$ cat config.mk
export PLATFORM = sky130hd
export DESIGN_NAME = frame_ram_scheduler
export DESIGN_NICKNAME = d
export VERILOG_FILES = /design/src/rtl/frame_ram_scheduler.sv
export SDC_FILE = /design/constraint.sdc
export NUM_CORES = 1
export LEC_CHECK = 0
export BUFFER_PORTS_ARGS = -buffer_cell sky130_fd_sc_hd__buf_2
export CORE_UTILIZATION = 43
export DETAILED_ROUTE_END_ITERATION = 10
export GPL_TIMING_DRIVEN = 1
export PLACE_DENSITY = 0.75
export SKIP_CTS_REPAIR_TIMING = 1
export SLEW_MARGIN = 5
export SYNTH_ARGS = -nofsm -noshare
export SYNTH_HDL_FRONTEND = slang
export SYNTH_SLANG_ARGS = --single-unit
$ cat constraint.sdc
create_clock -name clk -period 1.7 [get_ports clk]
set_clock_uncertainty 0.2 [all_clocks]
set_input_delay 0.34 -clock clk [delete_from_list [all_inputs] [get_ports clk]]
set_output_delay 0.34 -clock clk [all_outputs]
set_load 0.02 [all_outputs]
$ cat src/rtl/frame_ram_scheduler.sv
// frame_ram_scheduler
// Arbitrates the single port of the 80x60 frame-buffer RAM between three users:
// a clear sequencer, the display read port and the pixel writer.
// Display reads always win. A pixel write is a read-modify-write of one word.
//
// Ports
//   clk, reset          single clock, synchronous active-high reset
//   clear_req           request a full-RAM clear (pulse or level)
//   clear_busy          high while the clear sequencer owns the RAM
//   rd_req/rd_addr      display read request and word address
//   rd_gnt              read issued this cycle (combinational)
//   rd_valid/rd_data    read data, one cycle after rd_gnt
//   wr_req/wr_addr/wr_bit/wr_val
//                       pixel write request, held by the writer until wr_done
//   wr_done             one-cycle pulse when the write has been committed
//   ram_*               RAM macro interface (ram_q is the registered RAM output)
module frame_ram_scheduler #(
  parameter int RAMLENGTH      = 800,
  parameter int DATA_WIDTH     = 6,
  parameter int ADDR_WIDTH     = 10,
  parameter int CLEAR_ON_RESET = 1
) (
  input  logic                  clk,
  input  logic                  reset,
  input  logic                  clear_req,
  output logic                  clear_busy,
  input  logic                  rd_req,
  input  logic [ADDR_WIDTH-1:0] rd_addr,
  output logic                  rd_gnt,
  output logic                  rd_valid,
  output logic [DATA_WIDTH-1:0] rd_data,
  input  logic                  wr_req,
  input  logic [ADDR_WIDTH-1:0] wr_addr,
  input  logic [2:0]            wr_bit,
  input  logic                  wr_val,
  output logic                  wr_done,
  output logic [ADDR_WIDTH-1:0] ram_addr,
  output logic [DATA_WIDTH-1:0] ram_data,
  output logic                  ram_we,
  output logic                  ram_memenable,
  output logic [ADDR_WIDTH-1:0] ram_resetcnt,
  input  logic [DATA_WIDTH-1:0] ram_q
);

  typedef enum logic [1:0] {
    ST_CLEAR   = 2'd0,
    ST_IDLE    = 2'd1,
    ST_RMW_CAP = 2'd2,
    ST_RMW_WR  = 2'd3
  } state_t;

  localparam logic [ADDR_WIDTH-1:0] CLR_LAST = ADDR_WIDTH'(RAMLENGTH - 1);
  localparam state_t RESET_STATE = (CLEAR_ON_RESET != 0) ? ST_CLEAR : ST_IDLE;

  state_t                  state_r;
  state_t                  state_s;
  logic [ADDR_WIDTH-1:0]   clr_cnt_r;
  logic                    clr_pend_r;
  logic                    rd_valid_r;
  logic                    wr_done_r;
  logic [DATA_WIDTH-1:0]   word_r;
  logic [ADDR_WIDTH-1:0]   wr_addr_r;
  logic [2:0]              wr_bit_r;
  logic                    wr_val_r;
  logic                    accept_wr_s;
  logic                    commit_s;
  logic                    enter_clear_s;

  // Replace one pixel of a word; an out-of-range pixel index leaves the word unchanged.
  function automatic logic [DATA_WIDTH-1:0] merge_pixel(
    input logic [DATA_WIDTH-1:0] word,
    input logic [2:0]            pix,
    input logic                  val
  );
    logic [DATA_WIDTH-1:0] res;
    res = word;
    for (int i = 0; i < DATA_WIDTH; i++) begin
      if (int'(pix) == i) begin
        res[i] = val;
      end else begin
        res[i] = word[i];
      end
    end
    return res;
  endfunction

  // Next-state logic and combinational RAM/grant outputs.
  always_comb begin
    state_s       = state_r;
    rd_gnt        = 1'b0;
    ram_addr      = rd_addr;
    ram_data      = word_r;
    ram_we        = 1'b0;
    ram_memenable = 1'b1;
    ram_resetcnt  = clr_cnt_r;
    accept_wr_s   = 1'b0;
    commit_s      = 1'b0;
    enter_clear_s = 1'b0;
    case (state_r)
      ST_CLEAR: begin
        // RAM fills the word at ram_resetcnt with all-ones while memenable is low.
        ram_memenable = 1'b0;
        if (clr_cnt_r == CLR_LAST) begin
          state_s = ST_IDLE;
        end else begin
          state_s = ST_CLEAR;
        end
      end
      ST_IDLE: begin
        if (clr_pend_r) begin
          state_s       = ST_CLEAR;
          enter_clear_s = 1'b1;
        end else if (rd_req) begin
          rd_gnt = 1'b1;
        end else if (wr_req && !wr_done_r) begin
          // The writer still holds wr_req during the wr_done cycle; do not
          // accept that stale request a second time.
          ram_addr    = wr_addr;
          accept_wr_s = 1'b1;
          state_s     = ST_RMW_CAP;
        end else begin
          state_s = ST_IDLE;
        end
      end
      ST_RMW_CAP: begin
        // ram_q now holds the word read in IDLE, so a new read can be issued
        // without disturbing the capture.
        rd_gnt  = rd_req;
        state_s = ST_RMW_WR;
      end
      ST_RMW_WR: begin
        if (rd_req) begin
          rd_gnt = 1'b1;
        end else begin
          ram_we   = 1'b1;
          ram_addr = wr_addr_r;
          commit_s = 1'b1;
          state_s  = ST_IDLE;
        end
      end
      default: begin
        state_s = RESET_STATE;
      end
    endcase
  end

  // State, clear counter, pending-clear flag and read/write handshake registers.
  always_ff @(posedge clk) begin
    if (reset) begin
      state_r    <= RESET_STATE;
      clr_cnt_r  <= {ADDR_WIDTH{1'b0}};
      clr_pend_r <= 1'b0;
      rd_valid_r <= 1'b0;
      wr_done_r  <= 1'b0;
    end else begin
      state_r    <= state_s;
      rd_valid_r <= rd_gnt;
      wr_done_r  <= commit_s;
      if ((state_r == ST_CLEAR) && (clr_cnt_r != CLR_LAST)) begin
        clr_cnt_r <= clr_cnt_r + {{(ADDR_WIDTH-1){1'b0}}, 1'b1};
      end else begin
        clr_cnt_r <= {ADDR_WIDTH{1'b0}};
      end
      if (enter_clear_s) begin
        clr_pend_r <= 1'b0;
      end else if (clear_req) begin
        clr_pend_r <= 1'b1;
      end else begin
        clr_pend_r <= clr_pend_r;
      end
    end
  end

  // Latched write request and the merged word for the write-back.
  always_ff @(posedge clk) begin
    if (reset) begin
      word_r    <= {DATA_WIDTH{1'b0}};
      wr_addr_r <= {ADDR_WIDTH{1'b0}};
      wr_bit_r  <= 3'd0;
      wr_val_r  <= 1'b0;
    end else begin
      if (accept_wr_s) begin
        wr_addr_r <= wr_addr;
        wr_bit_r  <= wr_bit;
        wr_val_r  <= wr_val;
      end else begin
        wr_addr_r <= wr_addr_r;
        wr_bit_r  <= wr_bit_r;
        wr_val_r  <= wr_val_r;
      end
      if (state_r == ST_RMW_CAP) begin
        word_r <= merge_pixel(ram_q, wr_bit_r, wr_val_r);
      end else begin
        word_r <= word_r;
      end
    end
  end

  assign clear_busy = (state_r == ST_CLEAR);
  assign rd_valid   = rd_valid_r;
  assign wr_done    = wr_done_r;
  assign rd_data    = ram_q;

endmodule
==> impl_results.md, run 1 <==
* IO buf count at 72
* GRT Total Usage at between 20% and 30%
* Total CTS buffers at 5
* Largest net degree at the start of global routing at 26
* Remaining DRCs at 0
* Starting Density at around 45%
* FF+latch count, synth at 35
* Die Span Y at between 60 and 70 microns
* Crit path cell chain: nor3b_4 > buf_6 > o21ai_4 > a221o_1 > buf_6
* Grt total ovfl at 0
* Cell variety after synth at between 40 and 50
* Final wirelength at between 4000 and 5000 microns
* Slowest stage delay, CP at 0.36 ns
* Final min period at about 2.1 ns
* Cells after synthesis at 204
* Hold slack at ~0.11 ns
* Area growth from synthesis to layout at 39.0%
* Antenna violations before repair at 0
* Final Wtd Congestion at between 0.7 and 0.8
* Worst setup margin at -0.407 ns
* Syn Std Cell Area at ~0.0018 sq mm
* Buf+Inv Stages, Crit Path at 2
* Root Buffer: clkbuf_8
* Most used cell, CP: buf_6
* Avg Cell Area, Syn at 8.84 sq um
* First-pass GRT wire length at around 7000 microns
* Hold Path Stages at 3
* CTS Buffer Depth at 2
* Vias/cell at 5.39
* Initial DRC count at 80
* Max-slew violations at 0
* Die ar. at 0.00446 sq mm
* Sequential area share after synthesis at between 30% and 40%
* Max Freq at 475 MHz
* Slew HR at ~76%
* Stages on the worst setup path at 5
* CTS tree: done
* WS Path Type: register to output port
* Worst path top cell family by delay: compound AO/OA/AOI/OAI gates
* Vias in the first global route at 1641
* First-pass iteration count of the detailed router at 4
* Via count at 1838
* Max FO, Critical Path at 5
* Tightest Pin Transition at between 0.3 and 0.4 ns
* Power per Cell Area at 691 mW/mm^2
* Detail Placement HPWL at between 3000 and 4000 microns
* Clk_lat worst skew at roughly 0.28 ns
* Fin util at 62.7%
* Worst setup EP type: output port
* Max Cap Viol at 0
* Hold WC Path Type: input port to register
* Fillers at about 360
* Diode count at 0
* Slowest CP cell: a221o_1
* Nets at 326
* RSZ-0062 raised after global routing: true
* # setup viols final at 12
* Fin. Hold Viols at 0
* Multi-input logic area at 0.00100 sq mm
* Core area at 0.00400 sq mm
* Syn Nets at 240
* Clock slew seen by the registers of the worst setup and hold paths at ~0.07 ns
* Yosys warns at 0
* CP arrival at roughly 1.6 ns
* Number of clock sinks at 35
* Routed Antenna Nets at 0
* Row cnt at 23
* Leakage at around 0.0011 uW
* Worst VDD drop at 0.529 mV
* I/O pins at 73
* Register Area at around 700 sq um
* Final Cycle Share at 124%
* H-tree depth at 2
* Cells on worst reg2reg path at 5
* Crit path required time at about 1.2 ns
* Mean routed wirelength per cell at between 10 and 15 microns
* Share of cells above drive strength 1 at about two fifths
* Die X at 66.8 microns
* Startpoint types: register
* Violated checks: negative setup slack
* Status: complete, but fails checks
-- worst reg2reg max path: stages (launching register included) --
cell	delay (ns)
dfxtp_2	0.35
ha_1	0.17
nand4_1	0.20
buf_4	0.21
or3_1	0.33
a31oi_1	0.15
-- Yosys cell counts (all sizes together) --
cell type	instances	share of area [%]
a211oi	6	2.5
a21oi	19	5.3
a221o	10	5.6
a311oi	1	0.49
a31oi	2	0.69
and2	1	0.35
and2b	1	0.42
and3	10	3.5
buf	17	7.3
clkbuf	3	0.69
dfxtp	35	39
ha	1	0.69
inv	4	0.83
mux2i	6	3.3
nand2	4	0.83
nand2b	2	0.69
nand3	18	5.0
nand3b	2	0.83
nand4	2	0.69
nand4bb	1	0.62
nor2	13	2.7
nor2b	4	1.8
nor3	2	0.56
nor3b	5	3.3
o211ai	1	0.42
o21a	1	0.42
o21ai	18	5.2
o31ai	3	1.2
or3	4	1.4
or3b	2	1.1
or4	3	1.2
xnor2	1	0.49
xor2	2	0.97
-- cell usage in the layout, fill, tap and decap left out, types with 3 or more instances in the layout --
cell type   n
dfxtp_1    29
mux2i_1     6
inv_1       4
nor2_1     12
nand2_1     4
clkbuf_8    7
or3_1       4
o21ai_1    11
buf_4      24
nand3_1    18
or4_1       3
and3_1     10
buf_2      63
a21oi_1    19
a221o_1    10
nor3b_1     3
buf_6       9
dfxtp_2     5
a211oi_1    6
o21ai_0     6
-- final timing paths --
kind	from	to	slack, ns
worst min-delay path	wr_addr[2]	wr_addr_r[2]$_SDFFE_PP0P_	0.11
worst max register to register	ram_resetcnt[1]$_SDFF_PP0_	ram_resetcnt[8]$_SDFF_PP0_	0.01
worst min register to register	wr_addr_r[0]$_SDFFE_PP0P_	wr_addr_r[0]$_SDFFE_PP0P_	0.29
worst max-delay path	clr_pend_r$_SDFFE_PP0P_	ram_addr[8]	-0.41
-- metal layers --
layer | wire length, microns | vias to the layer above | track usage (%)
li1 | - | 924 | -
met3 | 279 | 5 | 5.31
met4 | 45 | 0 | 7.98
met2 | 2420 | 56 | 35.7
met5 | 0 | - | 0
met1 | 1980 | 853 | 25.5
-- stage by stage --
stage / setup WS (ns) / instance area (sq um) / instances / TNS (ns) / total power [uW]
2_1_floorplan: -0.0834 / 1850 / 204 / -0.769 / 979
3_3_place_gp: -0.230 / 2270 / 326 / -2.28 / 1070
3_5_place_dp: -0.253 / 2270 / 326 / -2.65 / 1080
4_1_cts: -0.468 / 2370 / 334 / -4.68 / 1730
5_1_grt: -0.463 / 2510 / 341 / -4.82 / 1810
6_report: -0.407 / 2510 / 341 / -3.91 / 1730
-- power breakdown --
part	switching, uW	total, uW	internal, uW	leakage, uW
Clock	286	655	370	0.0000515
Sequential	8.36	838	830	0.000285
Combinational	126	239	113	0.000753
-- kinds of logic after synthesis --
kind of cell	share of synthesized area, %
mux	3.33
compound gates	21.8
fa+ha+maj	0.694
flops	38.9
simple gates	25.1
xor+xnor	1.46
buf+inv	8.81
-- state kept, by name (all words and copies together) (netlist names), named ones only --
register,cells
ram_resetcnt,10
wr_addr_r,10
ram_data,6
wr_bit_r,3
clr_pend_r,1
rd_valid,1
state_r,1
wr_done,1
wr_val_r,1
-- cell type report --
cell class | instances | area share [%]
Sequential cell | 35 | 28.4
Timing Repair Buffer | 97 | 24.6
Clock buffer | 8 | 3.99
Multi-Input combinational cell | 147 | 39.9
Inverter | 4 | 0.599
Tap cell | 50 | 2.50
(Power assumes the default switching activity.)
==> run 2: changes to the inputs <==
Settings changed: GPL_ROUTABILITY_DRIVEN from default to 0, HOLD_SLACK_MARGIN from default to 0.15, SETUP_SLACK_MARGIN from default to 0.15.
==> run 2 against run 1 <==
  * The flow still finishes with violations (negative setup slack)
  * Combinational power is 18% higher
  * First-iteration DRC count up 43%
  * Global-route usage shrank 1.5 points
  * Sequential share of layout area down 2.8 points
  * Critical path depth did not move
  * Critical endpoint is now ram_addr[0]
  * Power is 1.5% lower
  * Flip-flop and latch count stayed put
  * Utilization is 7.6 points higher
  * Hold slack gained 0.014 ns
  * Non-clock buffer count increased by 12
==> impl_results.md, run 2 (same netlist as run 1, synthesis figures left out) <==
* Max Freq at 477 MHz (+0.56%)
* Startpoint types: register
* Max-slew violations at 0 (unchanged)
* Mean routed wirelength per cell at 15.0 microns (+8.6%)
* Max Cap Viol at 0 (unchanged)
* Fillers at 313 (-14%)
* First-pass GRT wire length at 6640 microns (-6.6%)
* Vias/cell at 5.55 (+2.9%)
* Nets at 339 (+4.0%)
* Final instance area at 0.00281 sq mm (+12%)
* Final wirelength at 5320 microns (+13%)
* Initial DRC count at 114 (+43%)
* Diode count at 0 (unchanged)
* Remaining DRCs at 0 (unchanged)
* WS Path Type: register to output port
* H-tree depth at 2 (unchanged)
* Tightest Pin Transition at 0.359 ns (-0.00584 ns)
* Final Cycle Share at 123% (-0.69 points)
* Starting Density at 45.1% (unchanged)
* Largest net degree at the start of global routing at 26 (unchanged)
* Max FO, Critical Path at 5 (unchanged)
* Power per Cell Area at 607 mW/mm^2 (-12%)
* Core area at 0.00400 sq mm (unchanged)
* Clk_lat worst skew at 0.28 ns (about the same)
* Total CTS buffers at 5 (unchanged)
* First-pass iteration count of the detailed router at 4 (unchanged)
* Die X at 66.8 microns (unchanged)
* Antenna violations before repair at 0 (unchanged)
* GRT Total Usage at 19.7% (-1.5 points)
* Share of cells above drive strength 1 at 48.0% (+6.1 points)
* Root Buffer: clkbuf_8
* Detail Placement HPWL at 3000 microns (-6.7%)
* Slew HR at 76.1% (+0.39 points)
* Grt total ovfl at 0 (unchanged)
* Crit path required time at 1.16 ns (about the same)
* Worst setup EP type: output port
* Hold WC Path Type: input port to register
* Most frequent cells in the layout: buf_2, dfxtp_1, nand3_1, buf_6, buf_4
* Leading cell type in the layout, fill and taps excluded: buf_2
* CP arrival at 1.56 ns (about the same)
* Post-Place Cells at 321 (-1.5%)
* Routed Antenna Nets at 0 (unchanged)
* Fin util at 70.3% (+7.6 points)
* Worst setup margin at -0.395 ns (+0.0117 ns)
* RSZ-0062 raised after global routing: true
* Fin. Hold Viols at 0 (unchanged)
* I/O pins at 73 (unchanged)
* CTS tree: done
* Violated checks: negative setup slack
* # setup viols final at 14 (+2)
* Final min period at 2.10 ns (-0.0117 ns)
* IO buf count at 72 (unchanged)
* Worst VDD drop at 0.364 mV (-31%)
* Row cnt at 23 (unchanged)
* Area growth from synthesis to layout at 55.9%
* Clock slew seen by the registers of the worst setup and hold paths at 0.07 ns (about the same)
* Die Span Y at 66.8 microns (unchanged)
* Placed Area at 0.00226 sq mm (-0.39%)
* Hold slack at 0.121 ns (+0.0140 ns)
* CTS Buffer Depth at 2 (unchanged)
* Status: complete, but fails checks
* Vias in the first global route at 1502 (-8.5%)
* Leakage at 0.00115 uW (+6.0%)
* Non-filler cells, final at 354 (+3.8%)
* Pre-CTS setup slack at -0.238 ns (+0.0155 ns)
* Number of clock sinks at 35 (unchanged)
* Via count at 1963 (+6.8%)
* Die ar. at 0.00446 sq mm (unchanged)
[run 2: changes by cell type in the layout (fill, tap and decap cells not counted), sizes merged]
cell,before,now
buf,97,96
dlygate4sd3,0,13
or3b,2,3
[run 2: worst paths after layout]
path,from,end,slack [ns],cells after the start
setup reg to reg,state_r[0]$_SDFFE_PP0P_,wr_addr_r[2]$_SDFFE_PP0P_,0.05,6
hold reg to reg,ram_resetcnt[0]$_SDFF_PP0_,ram_resetcnt[0]$_SDFF_PP0_,0.26,1
setup / recovery,clr_pend_r$_SDFFE_PP0P_,ram_addr[0],-0.40,5
hold / removal,clear_req,clr_pend_r$_SDFFE_PP0P_,0.12,3
[run 2: area by class of cell]
type	count	area, sq um	share of cell area [%]
inverter	4	15.0	0.534
multi-input combinational	148	1130	40.1
timing repair buffer	109	808	28.8
clock buffer	8	80.1	2.85
tap	50	62.6	2.23
sequential	35	718	25.6
[run 2: critical path, stage by stage (launching register included)]
cell and delay (ns):
dfxtp_2 0.34, nor3b_4 0.19, buf_6 0.17, o21ai_4 0.10, a221o_1 0.35, buf_6 0.14
[run 2: where the power goes]
group          switching, uW  total [uW]  internal, uW  leakage [uW]
clock                    290         581           291     0.0000395
combinational            139         281           142      0.000828
sequential              14.4         844           829      0.000287
total                    444        1710          1260       0.00115
[run 2: per-stage QoR]
step	power [uW]	TNS [ns]
finish	1710	-4.21
global route	1780	-4.85
CTS	1640	-4.72
detailed placement	1070	-2.22
global placement	1060	-2.02
floorplan	983	-0.800
[run 2: layer usage]
| layer | part of all wire (%) | GRT usage [%] | routed length (microns) |
|---|---|---|---|
| met1 | 45 | 25.3 | 2420 |
| met2 | 47 | 31.3 | 2480 |
| met5 | 0 | 0 | 0 |
| met4 | 1.1 | 6.65 | 61 |
| met3 | 6.7 | 5.31 | 358 |
==> run 3: changes to the inputs <==
--- a/constraint.sdc
+++ b/constraint.sdc
@@ -4,2 +4,2 @@
 set_output_delay 0.34 -clock clk [all_outputs]
-set_load 0.02 [all_outputs]
+set_load 0.05 [all_outputs]
==> run 3 against run 2 <==
  * The run still ends with negative setup slack left
  * Flip-flop and latch count unchanged
  * First-iteration DRC count up 11%
  * Hold slack better by 0.062 ns
  * Worst setup slack worse by 0.15 ns
  * Highest routed layer unchanged
  * Critical path depth unchanged
  * Cell area up 1.6%
  * Non-clock buffer count down 3
==> impl_results.md, run 3 (same netlist as run 1, synthesis figures left out) <==
* Status: complete, but fails checks
* Violated checks: negative setup slack
* IO buf count at 72 (unchanged)
* Clk_lat worst skew at 0.29 ns (about the same)
* Largest net degree at the start of global routing at 26 (unchanged)
* Final Cycle Share at 132% (+8.5 points)
* Slowest CP cell: a221o_2
* Detail Placement HPWL at 3060 microns (+2.2%)
* Die Span Y at 66.8 microns (unchanged)
* Final wirelength at 5500 microns (+3.3%)
* Slowest stage delay, CP at 0.41 ns (+0.06 ns)
* I/O pins at 73 (unchanged)
* Worst r2r src: wr_done$_SDFF_PP0_
* Critical path startpoint: clr_pend_r$_SDFFE_PP0P_
* H-tree depth at 2 (unchanged)
* Die X at 66.8 microns (unchanged)
* Worst setup margin at -0.540 ns (-0.145 ns)
* Core area at 0.00400 sq mm (unchanged)
* Vias/cell at 5.73 (+3.4%)
* Number of clock sinks at 35 (unchanged)
* CTS tree: done
* Worst VDD drop at 0.419 mV (+15%)
* Remaining DRCs at 0 (unchanged)
* Hold WC Path Type: input port to register
* Tightest Pin Transition at 0.379 ns (+0.0200 ns)
* First-pass GRT wire length at 6950 microns (+4.7%)
* Worst R2R Setup Slack at 0.12 ns (+0.07 ns)
* Final setup TNS at -5.39 ns (-1.18 ns)
* Max Freq at 446 MHz (-6.5%)
* Fillers at 296 (-5.4%)
* Most frequent cells in the layout: buf_2, dfxtp_1, nand3_1
* Worst setup EP type: output port
* Non-filler cells, final at 350 (-1.1%)
* GRT Total Usage at 21.3% (+1.6 points)
* Share of cells above drive strength 1 at 51.3% (+3.3 points)
* Starting Density at 45.1% (unchanged)
* Initial DRC count at 126 (+11%)
* Via count at 2006 (+2.2%)
* CTS Buffer Depth at 2 (unchanged)
* Crit path to: ram_addr[8]
* # setup viols final at 12 (-2)
* Area growth from synthesis to layout at 58.4%
* Total CTS buffers at 5 (unchanged)
* Slew HR at 74.7% (-1.3 points)
* Stages on the worst setup path at 5 (unchanged)
* Diode count at 0 (unchanged)
* Startpoint types: register
* RSZ-0062 raised after global routing: true
* Max Cap Viol at 0 (unchanged)
* CP arrival at 1.70 ns (+0.14 ns)
* Antenna violations before repair at 0 (unchanged)
* Clock slew seen by the registers of the worst setup and hold paths at 0.07 ns (about the same)
* Register Area at 743 sq um (+3.5%)
* WS Path Type: register to output port
* Cells on worst reg2reg path at 5 (-1)
* Fin. Hold Viols at 0 (unchanged)
* Pre-CTS setup slack at -0.332 ns (-0.0946 ns)
* Worst flop-to-flop path endpoint: wr_addr_r[0]$_SDFFE_PP0P_
* First-pass iteration count of the detailed router at 5 (+1)
* Mean routed wirelength per cell at 15.7 microns (+4.5%)
* Vias in the first global route at 1529 (+1.8%)
* Crit path required time at 1.16 ns (about the same)
* Crit path cell chain: nor3b_4 > buf_6 > o21ai_4 > a221o_2 > buf_8
* Max-slew violations at 0 (unchanged)
* Total power at 1790 uW (+4.9%)
* Leakage at 0.00116 uW (+0.55%)
* Die ar. at 0.00446 sq mm (unchanged)
* Post-Place Cells at 321 (unchanged)
* Buf+Inv Stages, Crit Path at 2 (unchanged)
* Routed Antenna Nets at 0 (unchanged)
* Max FO, Critical Path at 5 (unchanged)
* Row cnt at 23 (unchanged)
* Leading cell type in the layout, fill and taps excluded: buf_2
* Root Buffer: clkbuf_8
* Power per Cell Area at 627 mW/mm^2 (+3.2%)
* Hold Path Stages at 4 (+1)
* Grt total ovfl at 0 (unchanged)
* Worst path top cell family by delay: compound AO/OA/AOI/OAI gates
* Final min period at 2.24 ns (+0.145 ns)
* Multi-input logic area at 0.00112 sq mm (-0.33%)
* Nets at 335 (-1.2%)
## run 3: cell count changes in the layout (fill, tap and decap cells not counted), moves of 6 or more
cell and change:
a221o_1 -10, a221o_2 +10, buf_4 -7, buf_6 -6
buf_8 +8, dfxtp_1 -6, dfxtp_4 +7
## run 3: cell type report
| cell class | instances | area share [%] |
|---|---|---|
| sequential | 35 | 26.0 |
| timing repair buffer | 106 | 29.1 |
| clock buffer | 7 | 2.67 |
| tap | 50 | 2.19 |
| inverter | 4 | 0.526 |
| multi-input combinational | 147 | 39.3 |
| clock inverter | 1 | 0.175 |
## run 3: per-stage QoR
stage	area, sq um	hold WS [ns]	util [%]
after floorplan	1920	0.254	-
after global placement	2310	0.244	57.6
after detailed placement	2310	0.247	57.6
after CTS	2390	0.0968	59.7
after global routing	2860	0.196	71.4
final	2860	0.184	71.4
## run 3: where the power goes
group,internal (uW),leakage (uW),switching (uW)
combinational,150,0.000827,206
sequential,821,0.000292,17.2
clock,288,0.0000422,308
## run 3: worst min path at each step
stage,startpoint,end,slack [ns]
floorplan,wr_addr_r[7]$_SDFFE_PP0P_,wr_addr_r[7]$_SDFFE_PP0P_,0.25
global placement,ram_resetcnt[0]$_SDFF_PP0_,ram_resetcnt[0]$_SDFF_PP0_,0.24
detailed placement,ram_resetcnt[0]$_SDFF_PP0_,ram_resetcnt[0]$_SDFF_PP0_,0.25
CTS,wr_bit[0],wr_bit_r[0]$_SDFFE_PP0P_,0.1
global route,reset,ram_resetcnt[7]$_SDFF_PP0_,0.20
finish,reset,ram_resetcnt[7]$_SDFF_PP0_,0.18
## run 3: per-layer routing
| metal | global-route usage (%) | routed length [microns] | share of wire (%) |
|---|---|---|---|
| met4 | 10.4 | 156 | 2.8 |
| met3 | 6.16 | 374 | 6.8 |
| met1 | 27.1 | 2320 | 42 |
| met2 | 32.4 | 2650 | 48 |
| met5 | 0 | 0 | 0 |
## run 3: worst min-delay path: stages
cell     delay (ns)
buf_2          0.10
nor3_1         0.06
o31ai_4        0.10
a21oi_2        0.04
